==> src/rtl/col_reduce_pkg.sv <==
// Shared definitions for the ALU stage and the column reducer downstream of it.
package col_reduce_pkg;

  localparam int NUM_SIZE  = 32;
  localparam int CNT_W_DEF = 16;

  typedef enum logic [3:0] {
    OP_ADD = 4'd0,
    OP_SUB = 4'd1,
    OP_AND = 4'd2,
    OP_OR  = 4'd3,
    OP_XOR = 4'd4
  } alu_op_t;

  typedef enum logic [1:0] {
    IDLE  = 2'd0,
    ACCUM = 2'd1,
    DONE  = 2'd2
  } reduce_state_t;

endpackage

==> src/rtl/col_reduce_if.sv <==
// Element stream in, per-column aggregate out, each under valid/ready.
interface col_reduce_if #(
   parameter int NUM_SIZE = col_reduce_pkg::NUM_SIZE,
   parameter int CNT_W    = col_reduce_pkg::CNT_W_DEF
);
   localparam int SUM_W = NUM_SIZE + CNT_W;

   logic                       in_valid;
   logic signed [NUM_SIZE-1:0] in_data;
   logic                       in_last;
   logic                       in_ready;
   logic                       out_valid;
   logic                       out_ready;
   logic signed [SUM_W-1:0]    out_sum;
   logic signed [NUM_SIZE-1:0] out_min;
   logic signed [NUM_SIZE-1:0] out_max;
   logic [CNT_W-1:0]           out_count;
   logic                       out_trunc;

   modport master (
      output in_valid, in_data, in_last, out_ready,
      input  in_ready, out_valid, out_sum, out_min, out_max, out_count, out_trunc
   );

   modport slave (
      input  in_valid, in_data, in_last, out_ready,
      output in_ready, out_valid, out_sum, out_min, out_max, out_count, out_trunc
   );
endinterface

==> src/rtl/col_reduce_update.sv <==
// Combinational accumulator step: folds one element into sum/min/max/count,
// or starts a fresh column when first is set.
module reduce_update #(
   parameter int NUM_SIZE = col_reduce_pkg::NUM_SIZE,
   parameter int CNT_W    = col_reduce_pkg::CNT_W_DEF,
   parameter int SUM_W    = NUM_SIZE + CNT_W
) (
   input  logic                       first,
   input  logic signed [NUM_SIZE-1:0] data,
   input  logic signed [SUM_W-1:0]    sum,
   input  logic signed [NUM_SIZE-1:0] min,
   input  logic signed [NUM_SIZE-1:0] max,
   input  logic [CNT_W-1:0]           cnt,
   output logic signed [SUM_W-1:0]    sum_nxt,
   output logic signed [NUM_SIZE-1:0] min_nxt,
   output logic signed [NUM_SIZE-1:0] max_nxt,
   output logic [CNT_W-1:0]           cnt_nxt
);
   logic signed [SUM_W-1:0] data_ext;

   assign data_ext = {{CNT_W{data[NUM_SIZE-1]}}, data};

   always_comb begin
      sum_nxt = data_ext;
      min_nxt = data;
      max_nxt = data;
      cnt_nxt = CNT_W'(1);
      if (!first) begin
         sum_nxt = sum + data_ext;
         min_nxt = (data < min) ? data : min;
         max_nxt = (data > max) ? data : max;
         cnt_nxt = cnt + CNT_W'(1);
      end
   end
endmodule

==> src/rtl/col_reduce.sv <==
// Streaming column reducer: sum/min/max/count per in_last-delimited column,
// result held in registers until the consumer takes it.
module col_reduce #(
   parameter int NUM_SIZE = col_reduce_pkg::NUM_SIZE,
   parameter int CNT_W    = col_reduce_pkg::CNT_W_DEF
) (
   input  logic         clk,
   input  logic         reset_n,
   input  logic         clear,
   col_reduce_if.slave  bus
);
   import col_reduce_pkg::*;

   localparam int SUM_W = NUM_SIZE + CNT_W;
   localparam logic [CNT_W-1:0] CNT_MAX = '1;

   reduce_state_t              state, state_nxt;
   logic signed [SUM_W-1:0]    sum_q, sum_nxt;
   logic signed [NUM_SIZE-1:0] min_q, min_nxt, max_q, max_nxt;
   logic [CNT_W-1:0]           cnt_q, cnt_nxt;
   logic                       trunc_q;
   logic                       first, accept, take, sat, close;

   assign bus.in_ready  = (state != DONE) || bus.out_ready;
   assign bus.out_valid = (state == DONE);
   assign take   = bus.out_valid && bus.out_ready;
   assign accept = bus.in_valid && bus.in_ready && !clear;
   // In DONE a beat is only accepted alongside the handshake, so it opens a new column.
   assign first  = (state != ACCUM);
   assign sat    = (cnt_nxt == CNT_MAX);
   assign close  = bus.in_last || sat;

   reduce_update #(.NUM_SIZE(NUM_SIZE), .CNT_W(CNT_W), .SUM_W(SUM_W)) u_update (
      .first   (first),
      .data    (bus.in_data),
      .sum     (sum_q),
      .min     (min_q),
      .max     (max_q),
      .cnt     (cnt_q),
      .sum_nxt (sum_nxt),
      .min_nxt (min_nxt),
      .max_nxt (max_nxt),
      .cnt_nxt (cnt_nxt)
   );

   always_comb begin
      state_nxt = state;
      if (clear) begin
         state_nxt = IDLE;
      end else begin
         unique case (state)
            IDLE, ACCUM: if (accept) state_nxt = close ? DONE : ACCUM;
            DONE: if (take) state_nxt = accept ? (close ? DONE : ACCUM) : IDLE;
            default: state_nxt = IDLE;
         endcase
      end
   end

   always_ff @(posedge clk or negedge reset_n) begin
      if (!reset_n) state <= IDLE;
      else          state <= state_nxt;
   end

   // The accumulators double as the result registers once the column closes.
   always_ff @(posedge clk or negedge reset_n) begin
      if (!reset_n) begin
         sum_q   <= '0;
         min_q   <= '0;
         max_q   <= '0;
         cnt_q   <= '0;
         trunc_q <= 1'b0;
      end else if (clear) begin
         sum_q   <= '0;
         min_q   <= '0;
         max_q   <= '0;
         cnt_q   <= '0;
         trunc_q <= 1'b0;
      end else if (accept) begin
         sum_q   <= sum_nxt;
         min_q   <= min_nxt;
         max_q   <= max_nxt;
         cnt_q   <= cnt_nxt;
         trunc_q <= sat && !bus.in_last;
      end
   end

   assign bus.out_sum   = sum_q;
   assign bus.out_min   = min_q;
   assign bus.out_max   = max_q;
   assign bus.out_count = cnt_q;
   assign bus.out_trunc = trunc_q;
endmodule

==> src/flat_wrapper.sv <==
// flat-port wrapper written by rule: the top's interface ports become plain ports
module col_reduce_flat import col_reduce_pkg::*;
#(
   parameter int NUM_SIZE = col_reduce_pkg::NUM_SIZE,
   parameter int CNT_W    = col_reduce_pkg::CNT_W_DEF
)
  (clk, reset_n, clear, bus_in_valid, bus_in_data, bus_in_last, bus_out_ready, bus_in_ready, bus_out_valid, bus_out_sum, bus_out_min, bus_out_max, bus_out_count, bus_out_trunc);
  col_reduce_if #(.NUM_SIZE(NUM_SIZE), .CNT_W(CNT_W)) bus_i ();
  input  logic clk;
  input  logic reset_n;
  input  logic clear;
  input wire logic [$bits(bus_i.in_valid)-1:0] bus_in_valid;
  input wire logic [$bits(bus_i.in_data)-1:0] bus_in_data;
  input wire logic [$bits(bus_i.in_last)-1:0] bus_in_last;
  input wire logic [$bits(bus_i.out_ready)-1:0] bus_out_ready;
  output wire logic [$bits(bus_i.in_ready)-1:0] bus_in_ready;
  output wire logic [$bits(bus_i.out_valid)-1:0] bus_out_valid;
  output wire logic [$bits(bus_i.out_sum)-1:0] bus_out_sum;
  output wire logic [$bits(bus_i.out_min)-1:0] bus_out_min;
  output wire logic [$bits(bus_i.out_max)-1:0] bus_out_max;
  output wire logic [$bits(bus_i.out_count)-1:0] bus_out_count;
  output wire logic [$bits(bus_i.out_trunc)-1:0] bus_out_trunc;
  assign bus_i.in_valid = bus_in_valid;
  assign bus_i.in_data = bus_in_data;
  assign bus_i.in_last = bus_in_last;
  assign bus_i.out_ready = bus_out_ready;
  assign bus_in_ready = bus_i.in_ready;
  assign bus_out_valid = bus_i.out_valid;
  assign bus_out_sum = bus_i.out_sum;
  assign bus_out_min = bus_i.out_min;
  assign bus_out_max = bus_i.out_max;
  assign bus_out_count = bus_i.out_count;
  assign bus_out_trunc = bus_i.out_trunc;
  col_reduce #(.NUM_SIZE(NUM_SIZE), .CNT_W(CNT_W)) u_core (.clk(clk), .reset_n(reset_n), .clear(clear), .bus(bus_i));
endmodule
==> config.mk <==
export PLATFORM = sky130hd
export DESIGN_NAME = col_reduce_flat
export DESIGN_NICKNAME = d
export VERILOG_FILES = /design/src/rtl/col_reduce_pkg.sv /design/src/rtl/col_reduce_if.sv /design/src/rtl/col_reduce_update.sv /design/src/rtl/col_reduce.sv /design/src/flat_wrapper.sv
export SDC_FILE = /design/constraint.sdc
export NUM_CORES = 1
export LEC_CHECK = 0
export BUFFER_PORTS_ARGS = -buffer_cell sky130_fd_sc_hd__buf_2
export CAP_MARGIN = 15
export CORE_ASPECT_RATIO = 1.5
export CORE_UTILIZATION = 50
export DETAILED_ROUTE_END_ITERATION = 12
export PLACE_DENSITY = 0.75
export SLEW_MARGIN = 20
export SYNTH_ARGS = -nofsm -noshare
export SYNTH_HDL_FRONTEND = slang
export SYNTH_SLANG_ARGS = --single-unit
==> constraint.sdc <==
create_clock -name clk -period 3 [get_ports clk]
set_input_delay 0 -clock clk [delete_from_list [all_inputs] [get_ports clk]]
set_output_delay 0 -clock clk [all_outputs]
set_load 0.05 [all_outputs]
==> flow_metrics.tcl, run 1 <==
set metrics [dict create \
    slew_violations 0 \
    dp.final_hpwl_mm 22.59 \
    syn_area_um2 9812 \
    grt_max_degree 69 \
    synthSimpleGateAreaFrac_pct 16.08 \
    htree_levels 4 \
    vdd_drop_max_mv 0.2919 \
    holdWs_ps 16.82 \
    synthFlopType "dfrtp_1" \
    yosysSeqAreaShare_pct 33.41 \
    p_switching_uw 2417 \
    vias 9804 \
    coreArea_um2 19160 \
    nets 1530 \
    r2r_setup_slack_ps -6 \
    wl_mm 30.92 \
    finalWeightedCongestion 0.9354 \
    portBuffers 168 \
    fp.dieH_um 173.6 \
    drive_above_1_share_pct 24.26 \
    p_per_area_nw_per_um2 502.0 \
    cap_violations 0 \
    cp_max_fo 5 \
    synthTopCellsByArea "dfrtp_1 33%, ha_1 14%, a22o_1 5.5%" \
    hold_path.class "input port to flip-flop" \
    die_width_um 116.4 \
    grt_antenna_before_repair 1 \
    synth_fa_ha_area_share_pct 14.36 \
    grt_setup_unrepaired "true" \
    slew_headroom_pct 53.61 \
    netlist_instances 1128 \
    synth_async_sr_flop_share_pct 100.0 \
    grt_pass1_vias 9637 \
    synth_area_leader_cell "dfrtp_1" \
    syn-num-nets 1278 \
    clock_power_share_pct 32.1 \
    setup_slack_ps -5.717 \
    r2r_cells 14 \
    synth_common_cells "131 x dfrtp_1, 114 x nand2_1, 111 x ha_1, 102 x a21oi_1, 96 x nor2_1" \
    period_share_pct 100.2 \
    yosysUniqueCellTypes 75 \
    cts_tree "yes" \
    hold_end "u_core.bus.out_max[19]" \
    cpPeakStageDelay_ps 430 \
    fillers 1627 \
    start_util_pct 51.21 \
    clock_skew_ps 11.59 \
    cp_slowest_cell "a2111oi_4" \
    setup_viol 1 \
    drtIter0Drc 704 \
    grt_pass1_wl_mm 48.80 \
    rows 62 \
    synth_compound_area_share_pct 26.41 \
    cp-start-kind "flip-flop" \
    dpl-instance-area_um2 11260 \
    violations "setup timing" \
    yosysMostFrequentCell "dfrtp_1" \
    crit_path_end_kind "flip-flop" \
    hold_viol 0 \
    drt_pass1_iterations 6 \
    synth_top_area_share_pct 33.41 \
    synth-xor-area-share_pct 3.749 \
    via_per_inst 5.942 \
    crit_arrival_ps 3370 \
    cts_buffers 17 \
    seqPwrFrac_pct 32.2 \
    synth_edf_count 0 \
    seq_area_um2 3281 \
    rr_endpoint "u_core.bus.out_sum[46]" \
    worst_pin_slew_ps 695.8 \
    multiInputGateArea_um2 6142 \
    area_growth_pct 26.65 \
    clockRootBuffer "clkbuf_16" \
    fin_util_pct 64.86 \
    muxShareOfSynthArea_pct 0.3060 \
    hold_path_depth 3 \
    setup_tns_ps -5.717 \
    yosysWarnings 0 \
    wire_per_inst_um 18.74 \
    ys_ff_latch 131 \
    combPwrFrac_pct 35.7 \
    io_pins 169 \
    grt_usage_pct 31.32 \
    critical-path-top-cell-by-count "o21ai_2" \
    die_area_um2 20200 \
    hp-start "bus_in_data[19]" \
    power_leakage_uw 0.006115 \
    cp_top_family "compound AO/OA/AOI/OAI gates" \
    critical_path.reg2reg.startpoint "u_core.bus.out_sum[0]" \
    clkTransAtPathRegs_ps 60 \
    fmax_mhz 332.7 \
    critical_path_class "flip-flop to flip-flop" \
    cts.sinks 131 \
    worstPathCellList "ha_4 > inv_2 > fa_2 > and2b_1 > o21ai_2 > a21oi_2 > o21ai_2 > a2111oi_4 > o21ai_4 > o311a_4 > o31ai_4 > xor2_1 > nor2_1 > o21ai_1" \
    synth_top_family_by_area "compound AO/OA/AOI/OAI gates" \
    critPathBufInv 1 \
    grt_overflow 0 \
    avgSynthCellArea_um2 8.699 \
    ant_nets 0 \
    fin_crit_ps 3006 \
    status "complete, but fails checks" \
    internal_power_uw 3821 \
    final_cell_area_um2 12430 \
    worstPathRequired_ps 3360 \
    clockBufferDepth 2 \
    drc 0 \
    clk-insertion-delay-late_ps 440 \
    sw_frac_of_total_pct 38.75 \
]
[cell usage in the layout (no fill, tap or decap), types with 35 or more instances in the layout]
cell	netlist	routed
a21o_1	44	44
a21oi_1	102	92
a22o_1	62	62
buf_2	10	167
buf_4	2	75
dfrtp_1	131	129
dlygate4sd3_1	0	35
ha_1	111	109
inv_1	73	72
nand2_1	114	113
nor2_1	96	94
o21ai_0	60	53
[logic make-up (layout without fill, tap and decap cells)]
family	Yosys count	in the layout
AO/OA/AOI/OAI	377	377
XOR/XNOR	42	42
adder cells (fa/ha/maj)	112	112
buffers and inverters	124	389
flip-flops	131	131
multiplexers	3	3
other	0	1
AND/OR/NAND/NOR	339	339
[routing by layer]
layer  vias to the layer above  wire length (um)  track usage (%)
li1                       4627                 -                -
met1                      4775             11680            34.65
met2                       320             16080            54.76
met3                        82              1690            6.469
met4                         0              1476            17.09
met5                         -                 0                0
[worst register-to-register path, cell delays in order, from the launching register on]
cell and delay, ps:
dfrtp_2 380, ha_4 140, inv_2 30, fa_2 320, and2b_1 230, o21ai_2 70
a21oi_2 190, o21ai_2 100, a2111oi_4 430, o21ai_4 140, o311a_4 360, o31ai_4 180
xor2_1 160, nor2_1 50, o21ai_1 150
[final cells by class]
type / count / area share (%)
diodes: 1 / 0.02014
clock buffers: 17 / 3.423
clock inverters: 15 / 1.067
multi-input cells: 873 / 49.43
repair buffers: 284 / 14.88
flip-flops and latches: 131 / 26.40
inverters: 73 / 2.205
well taps: 256 / 2.578
[timing repair]
action	4_1_cts	5_1_grt
cloned	0	1
hold buffers	35	0
resized for setup	1	37
pin swaps	1	15
endpoints found under the setup margin	4	49
endpoints found under the hold margin	141	0
buffers inserted	0	13
[sequential cells by signal, summed over array words and instances (netlist names)]
signal and count:
u_core.state 2, u_core.bus.out_min 32, u_core.bus.out_max 32, u_core.bus.out_trunc 1
u_core.bus.out_sum 48, u_core.bus.out_count 16
[power by group through the flow]
stage | clock network (uW) | logic [uW] | registers (uW)
finish | 2000 | 2230 | 2010
global route | 2100 | 2410 | 2030
CTS | 2020 | 2150 | 2010
detailed placement | 0 | 2100 | 2040
global placement | 0 | 2070 | 2030
floorplan | 0 | 1060 | 2450
[how the worst max path moves through the flow]
stage                           startpoint                endpoint  slack (ps)  depth (start not counted)
floorplan            u_core.bus.out_sum[0]  u_core.bus.out_sum[46]         -30                         14
global placement    u_core.bus.out_sum[15]  u_core.bus.out_sum[44]          60                         12
detailed placement   u_core.bus.out_sum[0]  u_core.bus.out_sum[42]         -30                         14
CTS                 u_core.bus.out_max[17]   u_core.bus.out_max[8]           6                         14
global route         u_core.bus.out_sum[0]  u_core.bus.out_sum[40]        -140                         14
finish               u_core.bus.out_sum[0]  u_core.bus.out_sum[46]          -6                         14
[metrics by stage]
stage               power (uW)  setup WS, ps  std cells
finish                    6238        -5.717       1650
global route              6541        -142.6       1650
CTS                       6180         6.260       1635
detailed placement        4138        -31.70       1568
global placement          4100         63.57       1568
floorplan                 3514        -29.58       1128
(Power assumes the default switching activity.)
==> inputs of run 2 (changes only) <==
--- a/config.mk
+++ b/config.mk
@@ -5,13 +5,12 @@
 export SDC_FILE = /design/constraint.sdc
 export NUM_CORES = 1
 export LEC_CHECK = 0
-export BUFFER_PORTS_ARGS = -buffer_cell sky130_fd_sc_hd__buf_2
 export CAP_MARGIN = 15
 export CORE_ASPECT_RATIO = 1.5
 export CORE_UTILIZATION = 50
 export DETAILED_ROUTE_END_ITERATION = 12
-export PLACE_DENSITY = 0.75
-export SLEW_MARGIN = 20
+export DONT_BUFFER_PORTS = 1
+export PLACE_DENSITY = 0.68
 export SYNTH_ARGS = -nofsm -noshare
 export SYNTH_HDL_FRONTEND = slang
 export SYNTH_SLANG_ARGS = --single-unit
==> flow_metrics.tcl, run 2 (synthesis results as in run 1) <==
set metrics [dict create \
    final_common_cell "buf_4" \
    critical_path_class "flip-flop to flip-flop" \
    vias 9555 \
    rows 62 \
    area_growth_pct 27.19 \
    wl_mm 33.03 \
    drc 0 \
    fin_cells 1589 \
    fin_crit_ps 2928 \
    placed_cells 1512 \
    layout_common_cells "179 x buf_4, 129 x dfrtp_1, 114 x nand2_1" \
    coreArea_um2 19160 \
    grt_pass1_vias 9769 \
    dp.final_hpwl_mm 22.57 \
    hold_path.class "input port to async pin" \
    grt_usage_pct 33.49 \
    cts_buffers 17 \
    largest_register_ffs 48 \
    cts_tree "yes" \
    clkTransAtPathRegs_ps 60 \
    clockBufferDepth 2 \
    startpoint "u_core.bus.out_sum[0]" \
    cts_hold_buffers 37 \
    crit_path_end_kind "flip-flop" \
    via_per_inst 6.013 \
    worst_pin_slew_ps 1100 \
    worstPathRequired_ps 3350 \
    drive_above_1_share_pct 20.33 \
    violations "hold timing" \
    clk-insertion-delay-late_ps 430 \
    crit_arrival_ps 3280 \
    crit_end "u_core.bus.out_sum[46]" \
    wire_per_inst_um 20.79 \
    grt_antenna_before_repair 0 \
    die_width_um 116.4 \
    die_area_um2 20200 \
    portBuffers 0 \
    critical_path.reg2reg.startpoint "u_core.bus.out_sum[0]" \
    rr_endpoint "u_core.bus.out_sum[46]" \
    power_leakage_uw 0.005924 \
    r2r_cells 14 \
    status "complete, but fails checks" \
    nets 1470 \
    antenna_cells 0 \
    setup_viol 0 \
    p_per_area_nw_per_um2 515.4 \
    grt_overflow 0 \
    grt_pass1_wl_mm 51.78 \
    slew_headroom_pct 26.53 \
    setup_tns_ps 0 \
    fp.dieH_um 173.6 \
    grt_max_degree 132 \
    ant_nets 0 \
    clock_skew_ps 8.124 \
    holdWs_ps -737.8 \
    place_worst_setup_slack_ps -3.494 \
    cp-start-kind "flip-flop" \
    slew_violations 0 \
    htree_levels 4 \
    finalWeightedCongestion 0.9121 \
    r2r_setup_slack_ps 70 \
    drt_pass1_iterations 5 \
    io_pins 169 \
    drtIter0Drc 654 \
    cp_max_fo 4 \
    setup_slack_ps 71.86 \
    fmax_mhz 341.5 \
    start_util_pct 51.21 \
    grt_setup_unrepaired "true" \
    cap_violations 0 \
    cts.sinks 131 \
    hold_viol 131 \
    clockRootBuffer "clkbuf_16" \
    vdd_drop_max_mv 0.3175 \
    period_share_pct 97.60 \
]
run 2: cell count changes in the layout (fill, tap and decap cells not counted), moves of 3 or more:
cell        before  now
a21oi_1         92   98
a21oi_2         13    8
buf_2          167    0
buf_4           75  179
clkbuf_8         0    4
clkinvlp_4       4    1
inv_6            3    0
run 2: worst min path at each step:
| stage | start | endpoint | cells past startpoint | slack (ps) |
|---|---|---|---|---|
| 2_1_floorplan | reset_n | u_core.bus.out_count[0] | 0 | -300 |
| 3_3_place_gp | reset_n | u_core.bus.out_max[5] | 0 | -290 |
| 3_5_place_dp | reset_n | u_core.bus.out_max[8] | 0 | -290 |
| 4_1_cts | reset_n | u_core.bus.out_sum[4] | 0 | -750 |
| 5_1_grt | reset_n | u_core.bus.out_max[6] | 0 | -750 |
| 6_report | reset_n | u_core.bus.out_max[24] | 0 | -740 |
run 2: layer usage:
metal	routed length, um	part of all wire, %	track usage, %	up-vias
li1	-	-	-	4481
met1	12030	36	35.88	4623
met2	17070	52	58.38	332
met3	2093	6.3	8.077	119
met4	1832	5.5	19.71	0
met5	0	0	0	-
run 2: worst max-delay path, stage by stage, from the launching register on:
cell and delay [ps]:
dfrtp_2 380, ha_4 130, inv_2 30, fa_2 320, and2b_1 220, o21ai_2 70, a21oi_2 180, o21ai_2 100
a2111oi_4 410, o21ai_4 150, o311a_4 360, o31ai_4 180, xor2_1 160, nor2_1 50, o21ai_1 110
run 2: report_power, final:
group	internal (uW)	switching [uW]	leakage, uW	total (uW)
sequential	1890	119	0.00174	2010
combinational	835	1380	0.00388	2220
clock	1390	811	0.000303	2200
run 2: area by class of cell:
type | count | area, um^2
fill | 1630 | 6681
multi-input combinational | 873 | 6116
sequential | 131 | 3281
timing repair buffer | 224 | 1874
clock buffer | 23 | 488.0
tap | 256 | 320.3
inverter | 73 | 274.0
clock inverter | 9 | 126.4
run 2: per-stage QoR:
step	cell area [um^2]	hold WS, ps	utilization [%]	total power (uW)
after floorplan	9833	-295.6	-	3514
final	12480	-737.8	65.13	6432
after global routing	12480	-748.2	65.13	6722
after detailed placement	11260	-291.7	58.76	4085
after CTS	12270	-745.3	64.05	6374
after global placement	11260	-290.2	58.76	4058
run 2: repair_timing:
| item | in CTS | in global routing |
|---|---|---|
| endpoints found under the hold margin | 248 | 131 |
| pin swaps | 0 | 15 |
| gates resized for setup | 3 | 32 |
| buffers inserted | 0 | 5 |
| gates cloned | 0 | 3 |
| endpoints found under the setup margin | 3 | 49 |
==> inputs of run 3 (changes only) <==
--- a/config.mk
+++ b/config.mk
@@ -11,6 +11,9 @@
 export DETAILED_ROUTE_END_ITERATION = 12
 export DONT_BUFFER_PORTS = 1
 export PLACE_DENSITY = 0.68
+export REMOVE_ABC_BUFFERS = 1
+export SKIP_LAST_GASP = 1
 export SYNTH_ARGS = -nofsm -noshare
 export SYNTH_HDL_FRONTEND = slang
+export SYNTH_HIERARCHICAL = 1
 export SYNTH_SLANG_ARGS = --single-unit
==> flow_metrics.tcl, run 3 <==
set metrics [dict create \
    clkTransAtPathRegs_ps 60 \
    vdd_drop_max_mv 0.4029 \
    grt_antenna_before_repair 0 \
    fmax_mhz 302.7 \
    clock_skew_ps 9.346 \
    worstPathRequired_ps 3320 \
    fin_cells 1629 \
    hold_path.class "input port to async pin" \
    placed_cells 1541 \
    fp.dieH_um 180.7 \
    grt_pass1_vias 9965 \
    grt_usage_pct 30.64 \
    yosysMostFrequentCell "dfrtp_1" \
    setup_viol 38 \
    grt_setup_unrepaired "true" \
    cts_buffers 17 \
    hold_viol 131 \
    ys_ff_latch 131 \
    cts_tree "yes" \
    setup_slack_ps -304.0 \
    dpl-instance-area_um2 12190 \
    critical_path_class "flip-flop to flip-flop" \
    critical_path.reg2reg.startpoint "u_core/bus.out_sum[0]" \
    status "complete, but fails checks" \
    drt_pass1_iterations 5 \
    via_per_inst 6.119 \
    synth_area_leader_cell "dfrtp_1" \
    muxShareOfSynthArea_pct 7.051 \
    die_width_um 121.2 \
    vias 9968 \
    largest_register_ffs 48 \
    die_area_um2 21890 \
    cp-start-kind "flip-flop" \
    start_util_pct 50.75 \
    yosysSeqAreaShare_pct 30.79 \
    power_leakage_uw 0.006891 \
    dp.final_hpwl_mm 22.27 \
    slew_violations 0 \
    rr_endpoint "u_core/bus.out_sum[40]" \
    synth_common_cells "131 x dfrtp_1, 129 x a22o_1, 111 x ha_1, 80 x inv_1, 70 x nand2_1" \
    crit_arrival_ps 3620 \
    drc 0 \
    crit_path_end_kind "flip-flop" \
    cp_max_fo 4 \
    synthFlopType "dfrtp_1" \
    grt_max_degree 132 \
    wl_mm 33.93 \
    final_cell_area_um2 13940 \
    synth_compound_area_share_pct 27.18 \
    period_share_pct 110.1 \
    avgSynthCellArea_um2 9.267 \
    drive_above_1_share_pct 26.75 \
    portBuffers 0 \
    fin_crit_ps 3304 \
    grt_overflow 0 \
    clockBufferDepth 2 \
    yosysWarnings 6 \
    io_pins 169 \
    netlist_instances 1149 \
    cap_violations 0 \
    worst_pin_slew_ps 932.1 \
    holdWs_ps -741.4 \
    area_growth_pct 30.92 \
    synth-xor-area-share_pct 3.784 \
    syn_area_um2 10650 \
    drtIter0Drc 649 \
    nets 1498 \
    final_common_cell "buf_4" \
    cts_hold_buffers 38 \
    wire_per_inst_um 20.83 \
    antenna_cells 0 \
    synth_top_area_share_pct 30.79 \
    clk-insertion-delay-late_ps 440 \
    r2r_setup_slack_ps -300 \
    yosysUniqueCellTypes 72 \
    ant_nets 0 \
    clockRootBuffer "clkbuf_16" \
    place_worst_setup_slack_ps -307.7 \
    p_per_area_nw_per_um2 463.7 \
    rows 65 \
    synth_edf_count 0 \
    finalWeightedCongestion 0.9457 \
    grt_pass1_wl_mm 52.67 \
    slew_headroom_pct 37.73 \
    cts.sinks 131 \
    synth_async_sr_flop_share_pct 100.0 \
    synthSimpleGateAreaFrac_pct 11.73 \
    r2r_cells 15 \
    violations "hold timing, setup timing" \
    synth_fa_ha_area_share_pct 13.23 \
    synth_top_family_by_area "compound AO/OA/AOI/OAI gates" \
    synthTopCellsByArea "dfrtp_1 31%, ha_1 13%, a22o_1 11%" \
    layout_common_cells "187 x buf_4, 131 x dfrtp_1, 129 x a22o_1" \
    coreArea_um2 20980 \
    htree_levels 4 \
]
## run 3: cell count changes after synthesis, sizes merged, moves of 6 or more
| cell | delta |
|---|---|
| nand2 | -44 |
| nor2 | -50 |
| mux2 | +64 |
| clkbuf | +6 |
| a311oi | -19 |
| nand4 | +17 |
| buf | +10 |
| inv | +8 |
| a21o | +22 |
| a22o | +67 |
| nand3 | -7 |
| a21oi | -40 |
| nor3 | -8 |
## run 3: through the flow
step	utilization (%)	total power, uW	setup TNS, ps	hold slack, ps
finish	66.43	6464	-4162	-741.4
global route	66.43	6755	-11140	-759.0
CTS	64.38	6353	-1401	-754.1
detailed placement	58.08	3923	-10430	-290.3
global placement	58.08	3886	-7860	-289.9
floorplan	-	3347	-260540	-295.6
## run 3: cell type report
| type | instances | area, um^2 |
|---|---|---|
| clock inverter | 13 | 180.2 |
| sequential | 131 | 3278 |
| inverter | 82 | 307.8 |
| fill | 1669 | 7043 |
| tap | 268 | 335.3 |
| timing repair buffer | 245 | 2137 |
| multi-input combinational | 871 | 7248 |
| clock buffer | 19 | 452.9 |
## run 3: per-layer routing
| layer | share of wire [%] | global-route usage (%) | vias to the layer above |
|---|---|---|---|
| met3 | 6.5 | 8.018 | 84 |
| met1 | 39 | 34.30 | 4856 |
| li1 | - | - | 4700 |
| met5 | 0 | 0 | - |
| met4 | 4.4 | 14.67 | 0 |
| met2 | 51 | 53.28 | 328 |
## run 3: worst max path at each step
stage,start,to,slack (ps)
global route,u_core/bus.out_sum[0],u_core/bus.out_sum[32],-430
global placement,u_core/bus.out_sum[0],u_core/bus.out_sum[42],-280
CTS,u_core/bus.out_sum[0],u_core/bus.out_sum[32],-240
floorplan,u_core/state[1],u_core/bus.out_count[0],-2010
finish,u_core/bus.out_sum[0],u_core/bus.out_sum[40],-300
detailed placement,u_core/bus.out_sum[0],u_core/bus.out_sum[42],-310
## run 3: where the power goes
group | switching (uW) | internal, uW
sequential | 96.1 | 1870
clock | 855 | 1430
combinational | 1300 | 906
total | 2250 | 4210
## run 3: timing repair
item / 4_1_cts / 5_1_grt
buffers inserted: 10 / 11
gates cloned: 2 / 2
endpoints found under the hold margin: 233 / 131
resized for setup: 38 / 90
pin swaps: 38 / 75
endpoints found under the setup margin: 79 / 83
## run 3: worst max-delay path: stages, from the launching register on
cell	delay, ps
dfrtp_1	350
ha_2	190
inv_2	40
fa_2	330
and2b_1	240
o2111ai_2	150
a21boi_2	240
a311oi_4	160
o31ai_4	330
a221oi_2	130
o21ai_2	240
a221o_1	280
buf_4	140
nor2_2	30
nand4b_1	160
a22o_1	210
## run 3: cell families (layout without fill, tap and decap cells)
group / after synthesis / in the layout
AO/OA/AOI/OAI: 399 / 399
XOR/XNOR: 46 / 46
adder cells (fa/ha/maj): 112 / 112
buffers and inverters: 147 / 359
flip-flops: 131 / 131
multiplexers: 67 / 67
AND/OR/NAND/NOR: 247 / 247
